### config.mk
export PLATFORM = sky130hd
export DESIGN_NAME = buffer_v2
export DESIGN_NICKNAME = d
export VERILOG_FILES = /design/src/rtl/buffer_v2_pkg.sv /design/src/rtl/buffer_v2_ptr.sv /design/src/rtl/buffer_v2.sv
export SDC_FILE = /design/constraint.sdc
export NUM_CORES = 1
export LEC_CHECK = 0
export BUFFER_PORTS_ARGS = -buffer_cell sky130_fd_sc_hd__buf_2
export CORE_ASPECT_RATIO = 0.9
export CORE_MARGIN = 3
export CORE_UTILIZATION = 58
export CTS_CLUSTER_SIZE = 30
export DETAILED_ROUTE_END_ITERATION = 7
export GPL_TIMING_DRIVEN = 0
export PLACE_DENSITY = 0.82
export SETUP_SLACK_MARGIN = 0.2
export SLEW_MARGIN = 20
export SYNTH_ARGS = -nofsm -noshare
export SYNTH_HDL_FRONTEND = slang
export SYNTH_HIERARCHICAL = 1
export SYNTH_SLANG_ARGS = --single-unit
### constraint.sdc
create_clock -name clk -period 3.4 [get_ports clk]
set_clock_uncertainty 0.2 [all_clocks]
set_input_delay 0.68 -clock clk [delete_from_list [all_inputs] [get_ports clk]]
set_output_delay 0.68 -clock clk [all_outputs]
set_load 0.02 [all_outputs]
### src/rtl/buffer_v2_pkg.sv
// Shared types and helpers for buffer_v2: pop-order selector, err bit indices,
// and the pointer-width function.
package buffer_v2_pkg;

  typedef enum logic {
    FIFO,
    LIFO
  } pop_order_e;

  localparam int ERR_DIS = 0;
  localparam int ERR_OVF = 1;
  localparam int ERR_UNF = 2;

  function automatic int clog2_min1(input int n);
    return (n <= 2) ? 1 : $clog2(n);
  endfunction

endpackage

### src/rtl/buffer_v2_ptr.sv
// Pointer/count engine for buffer_v2. FIFO mode keeps wrapping write and read
// pointers; LIFO mode derives both addresses from the count, which is the stack top.
module buffer_v2_ptr
  import buffer_v2_pkg::*;
#(
  parameter int         DEPTH = 8,
  parameter pop_order_e MODE  = FIFO,
  localparam int        PW    = clog2_min1(DEPTH),
  localparam int        CW    = $clog2(DEPTH + 1)
) (
  input  logic          clk,
  input  logic          rst_n,
  input  logic          push_ok,
  input  logic          pop_ok,
  output logic [PW-1:0] wr_addr,
  output logic [PW-1:0] rd_addr,
  output logic [CW-1:0] count
);

  always_ff @(posedge clk or negedge rst_n) begin
    if (!rst_n) begin
      count <= '0;
    end else if (push_ok && !pop_ok) begin
      count <= count + CW'(1);
    end else if (pop_ok && !push_ok) begin
      count <= count - CW'(1);
    end
  end

  if (MODE == FIFO) begin : g_fifo
    logic [PW-1:0] wr_ptr;
    logic [PW-1:0] rd_ptr;

    // DEPTH need not be a power of two, so wrap on an explicit compare
    always_ff @(posedge clk or negedge rst_n) begin
      if (!rst_n) begin
        wr_ptr <= '0;
        rd_ptr <= '0;
      end else begin
        if (push_ok) wr_ptr <= (wr_ptr == PW'(DEPTH - 1)) ? '0 : wr_ptr + PW'(1);
        if (pop_ok)  rd_ptr <= (rd_ptr == PW'(DEPTH - 1)) ? '0 : rd_ptr + PW'(1);
      end
    end

    always_comb begin
      wr_addr = wr_ptr;
      rd_addr = rd_ptr;
    end
  end else begin : g_lifo
    // push+pop together is a replace of the top entry, so both address tp-1
    always_comb begin
      rd_addr = PW'(count - CW'(1));
      wr_addr = pop_ok ? PW'(count - CW'(1)) : PW'(count);
    end
  end

endmodule

### src/rtl/buffer_v2.sv
// Parametrised FIFO/LIFO buffer with occupancy flags, pop-valid strobe and
// per-cause error pulses. Sticky error capture is enabled by BUFFER_V2_STICKY_ERR_EN.
module buffer_v2
  import buffer_v2_pkg::*;
#(
  parameter int DATA_WIDTH = 8,
  parameter int DEPTH      = 8,
  parameter     POP_ORDER  = "FIFO",
  parameter int AF_LEVEL   = DEPTH - 1,
  parameter int AE_LEVEL   = 1
) (
  input  logic                         clk,
  input  logic                         rst_n,
  input  logic                         push_en,
  input  logic                         push,
  input  logic                         pop_en,
  input  logic                         pop,
  input  logic [DATA_WIDTH-1:0]        data_in,
  output logic [DATA_WIDTH-1:0]        data_out,
  output logic                         data_valid,
  output logic [$clog2(DEPTH+1)-1:0]   count,
  output logic                         is_empty,
  output logic                         is_full,
  output logic                         almost_full,
  output logic                         almost_empty,
  output logic [2:0]                   err
`ifdef BUFFER_V2_STICKY_ERR_EN
  ,
  input  logic                         err_clr,
  output logic [2:0]                   err_sticky
`endif
);

  localparam int         PW   = clog2_min1(DEPTH);
  localparam int         CW   = $clog2(DEPTH + 1);
  localparam pop_order_e MODE = (POP_ORDER == "LIFO") ? LIFO : FIFO;

  if ((POP_ORDER != "FIFO") && (POP_ORDER != "LIFO")) begin : g_bad_pop_order
    $fatal(1, "buffer_v2: POP_ORDER must be \"FIFO\" or \"LIFO\"");
  end

  logic [DATA_WIDTH-1:0] mem [DEPTH];
  logic [PW-1:0]         wr_addr;
  logic [PW-1:0]         rd_addr;
  logic                  push_ok;
  logic                  pop_ok;
  logic [2:0]            err_d;

  buffer_v2_ptr #(
    .DEPTH (DEPTH),
    .MODE  (MODE)
  ) u_ptr (
    .clk     (clk),
    .rst_n   (rst_n),
    .push_ok (push_ok),
    .pop_ok  (pop_ok),
    .wr_addr (wr_addr),
    .rd_addr (rd_addr),
    .count   (count)
  );

  always_comb begin
    is_empty     = (count == '0);
    is_full      = (count == CW'(DEPTH));
    almost_full  = (count >= CW'(AF_LEVEL));
    almost_empty = (count <= CW'(AE_LEVEL));
  end

  always_comb begin
    pop_ok           = pop && pop_en && !is_empty;
    push_ok          = push && push_en && (!is_full || pop_ok);
    err_d            = '0;
    err_d[ERR_DIS]   = (push && !push_en) || (pop && !pop_en);
    err_d[ERR_OVF]   = push && push_en && is_full && !pop_ok;
    err_d[ERR_UNF]   = pop && pop_en && is_empty;
  end

  // A same-edge write to the slot being read is safe: the read sees the old value
  always_ff @(posedge clk or negedge rst_n) begin
    if (!rst_n) begin
      for (int unsigned i = 0; i < DEPTH; i++) mem[i] <= '0;
    end else if (push_ok) begin
      mem[wr_addr] <= data_in;
    end
  end

  always_ff @(posedge clk or negedge rst_n) begin
    if (!rst_n) begin
      data_out   <= '0;
      data_valid <= 1'b0;
      err        <= '0;
    end else begin
      data_valid <= pop_ok;
      err        <= err_d;
      if (pop_ok) data_out <= mem[rd_addr];
    end
  end

`ifdef BUFFER_V2_STICKY_ERR_EN
  always_ff @(posedge clk or negedge rst_n) begin
    if (!rst_n) begin
      err_sticky <= '0;
    end else begin
      err_sticky <= (err_sticky | err) & ~{3{err_clr}};
    end
  end
`endif

endmodule

==> results.json <==
{
  "status": "finished, final reports clean",
  "tns_ns": 0,
  "reg2regPathDepth": 10,
  "pwr-share-comb": 0.427,
  "layout_min_cycle_time_ns": 3.056,
  "cp.arrival_ns": 3.11,
  "start_util": 0.6160,
  "synth_nets": 321,
  "synth_warnings": 6,
  "syn2layout_area_growth_pct": 12.80,
  "hold_class": "input port to asynchronous set/reset pin",
  "cts_made_buffers": 9,
  "p_sw_mw": 1.593,
  "placed_area_um2": 4473,
  "clk_pin_slew_ns": 0.10,
  "grt.met1_usage": 0.3069,
  "antenna_found_initial": 0,
  "cts-root-buf": "clkbuf_8",
  "maxSlewViolCount": 0,
  "antennaDiodeCount": 0,
  "gr-usage-met3": 0.06076,
  "seq_power_share": 0.414,
  "design_area_um2": 4698,
  "grt_pass1_vias": 2687,
  "final-hold-violation-count": 0,
  "chipWidth_um": 95.33,
  "rows": 28,
  "powerDensity_nw_per_um2": 913.8,
  "drv_cap": 0,
  "nFillCells": 518,
  "ys_types": 39,
  "via_count": 2623,
  "cts_tree": "yes",
  "rsz0062_at_grt": "no",
  "h-tree-depth": 3,
  "yosysSeqAreaShare": 0.5167,
  "ys.flop_type": "dfrtp_1",
  "cts_buffer_depth": 2,
  "cts.sinks": 86,
  "io_pins": 34,
  "worstPathMaxFanout": 8,
  "gr-usage-all-layers": 0.2259,
  "gp_congestion": 0.7998,
  "register_area_um2": 2156,
  "remaining_drc_errors": 0,
  "avgSynthCellArea_um2": 13.93,
  "netlist_area_um2": 4165,
  "drt_pass1_iterations": 4,
  "dp.final_hpwl_um": 5670,
  "fin_nets": 369,
  "max_freq_mhz": 327.2,
  "drive_above_1_share": 0.4716,
  "most-common-layout-cells": "mux2_2 (83), dfrtp_1 (83), buf_2 (36), mux2i_1 (17)",
  "ff2ff_setup_slack_ns": 0.34,
  "grt_busiest_layer": "met2",
  "gr-total-overflow": 0,
  "synth_edf_count": 0,
  "die_y_um": 86.40,
  "p_leak_nw": 2.097,
  "cp.required_ns": 3.45,
  "end_kind": "flip-flop",
  "timing.rr.start": "u_ptr/count[2]$_DFFE_PN0P_",
  "use_met2": 0.3611,
  "setup-violations-final": 0,
  "internal_power_mw": 2.700,
  "critPathKind": "flip-flop to flip-flop",
  "grt_pass1_wl_um": 13790,
  "synth_cells": 299,
  "pwr-share-clk": 0.158,
  "worst_slew_pin_slew_ns": 0.9134,
  "die_area_um2": 8236,
  "vdd_drop_max_uv": 466.1,
  "ys_ff_latch": 86,
  "slew_headroom": 0.3911,
  "first_iter_violations": 126,
  "clk_latency_ns": 0.36,
  "coreArea_um2": 6761,
  "portBuffers": 33,
  "grt_max_degree": 58,
  "wirelength_um": 8423,
  "ant_nets": 0,
  "viasPerCell": 5.934,
  "r2r_end": "u_ptr/count[3]$_DFFE_PN0P_",
  "post_drt_wl_per_cell_um": 19.06,
  "post-route-period-util": 0.8988,
  "multiInputGateArea_um2": 1909,
  "async_flop_share": 1.000,
  "worst_setup_path_start_kind": "flip-flop",
  "switching_share": 0.3711
}
-- how the worst max path moves through the flow --
stage	from	endpoint	slack [ns]	depth (start not counted)
global placement	pop	u_ptr/count[3]$_DFFE_PN0P_	-0.28	13
global route	u_ptr/count[2]$_DFFE_PN0P_	u_ptr/count[3]$_DFFE_PN0P_	0.22	10
detailed placement	pop	u_ptr/count[3]$_DFFE_PN0P_	-0.30	13
floorplan	pop	u_ptr/count[3]$_DFFE_PN0P_	0.22	12
CTS	u_ptr/count[0]$_DFFE_PN0P_	u_ptr/count[3]$_DFFE_PN0P_	0.21	10
finish	u_ptr/count[2]$_DFFE_PN0P_	u_ptr/count[3]$_DFFE_PN0P_	0.34	10
-- stage by stage --
stage | hold WS, ns | worst slack (ns) | cells | total power [mW] | utilization
detailed placement | 0.2754 | -0.3033 | 423 | 3.614 | 0.6615
floorplan | 0.1844 | 0.2182 | 299 | 3.128 | -
global route | 0.04250 | 0.2200 | 442 | 4.596 | 0.6949
CTS | 0.04016 | 0.2118 | 440 | 4.305 | 0.6913
global placement | 0.2667 | -0.2775 | 422 | 3.517 | 0.6571
finish | 0.03555 | 0.3441 | 442 | 4.293 | 0.6949
-- flip-flops by register name (all words and copies together), names as in the netlist --
name / cells
u_ptr/count: 4
u_ptr/rd_addr: 3
u_ptr/wr_addr: 3
mem: 64
err: 3
data_valid: 1
data_out: 8
-- worst max-delay path, cell delays in order (launching register included) --
cell      delay, ns
dfrtp_2        0.46
or4b_1         0.53
buf_4          0.19
inv_6          0.12
a21oi_2        0.12
ha_2           0.23
inv_2          0.09
ha_2           0.31
or4_4          0.52
o211ai_2       0.09
o211ai_2       0.08
-- cell usage after synthesis, types with 3 or more instances --
cell type / number / area share
a2111o_1: 3 / 0.0081
a2111oi_4: 4 / 0.026
a21oi_1: 3 / 0.0036
a22o_1: 8 / 0.017
buf_2: 4 / 0.0048
buf_4: 3 / 0.0054
clkbuf_1: 7 / 0.0063
dfrtp_1: 86 / 0.52
ha_1: 7 / 0.021
inv_1: 6 / 0.0054
mux2_1: 4 / 0.011
mux2_2: 83 / 0.22
mux2i_1: 17 / 0.041
nand2_1: 4 / 0.0036
nand3_1: 3 / 0.0036
nor2_1: 3 / 0.0027
nor3_1: 3 / 0.0036
o21ai_0: 9 / 0.011
o22ai_1: 9 / 0.014
o31ai_1: 8 / 0.014
-- routing by layer --
layer / vias to the layer above / share of wire / wire length (um)
li1: 1206 / - / -
met1: 1334 / 0.44 / 3719
met2: 72 / 0.49 / 4124
met3: 11 / 0.057 / 484
met4: 0 / 0.011 / 95
met5: - / 0 / 0
-- cell families (layout without fill, tap and decap cells) --
group,after synthesis,in the layout,share of synthesized area
AOI/OAI and AO/OA,49,49,0.1144
buffers and inverters,24,77,0.02703
DFF,86,86,0.5167
and+or+nand+nor,26,26,0.03575
muxes,104,104,0.2761
xor gates and xnor gates,2,2,0.004206
adders and majority gates,8,8,0.02583
-- cell type report --
class | instances | share of cell area
Sequential cell | 86 | 0.4589
Multi-Input combinational cell | 189 | 0.4064
Timing Repair Buffer | 37 | 0.04634
Clock buffer | 9 | 0.02636
Tap cell | 90 | 0.02397
Buffer | 16 | 0.01704
Clock inverter | 7 | 0.01358
Inverter | 8 | 0.007457
-- what timing repair did --
item                       CTS  global route
setup endpoints to repair    1             1
hold buffers                 0             0
setup buffers                1             2
pin swaps                    1             0
resized for setup            4             6
-- power by group through the flow --
| stage | logic, mW | clock network [mW] | registers (mW) |
|---|---|---|---|
| after floorplan | 1.32 | 0 | 1.80 |
| after global placement | 1.75 | 0 | 1.77 |
| after detailed placement | 1.81 | 0 | 1.81 |
| after CTS | 1.82 | 0.702 | 1.79 |
| after global routing | 2.01 | 0.737 | 1.85 |
| final | 1.83 | 0.680 | 1.78 |
Note: power is estimated with default switching activity, not from simulation.
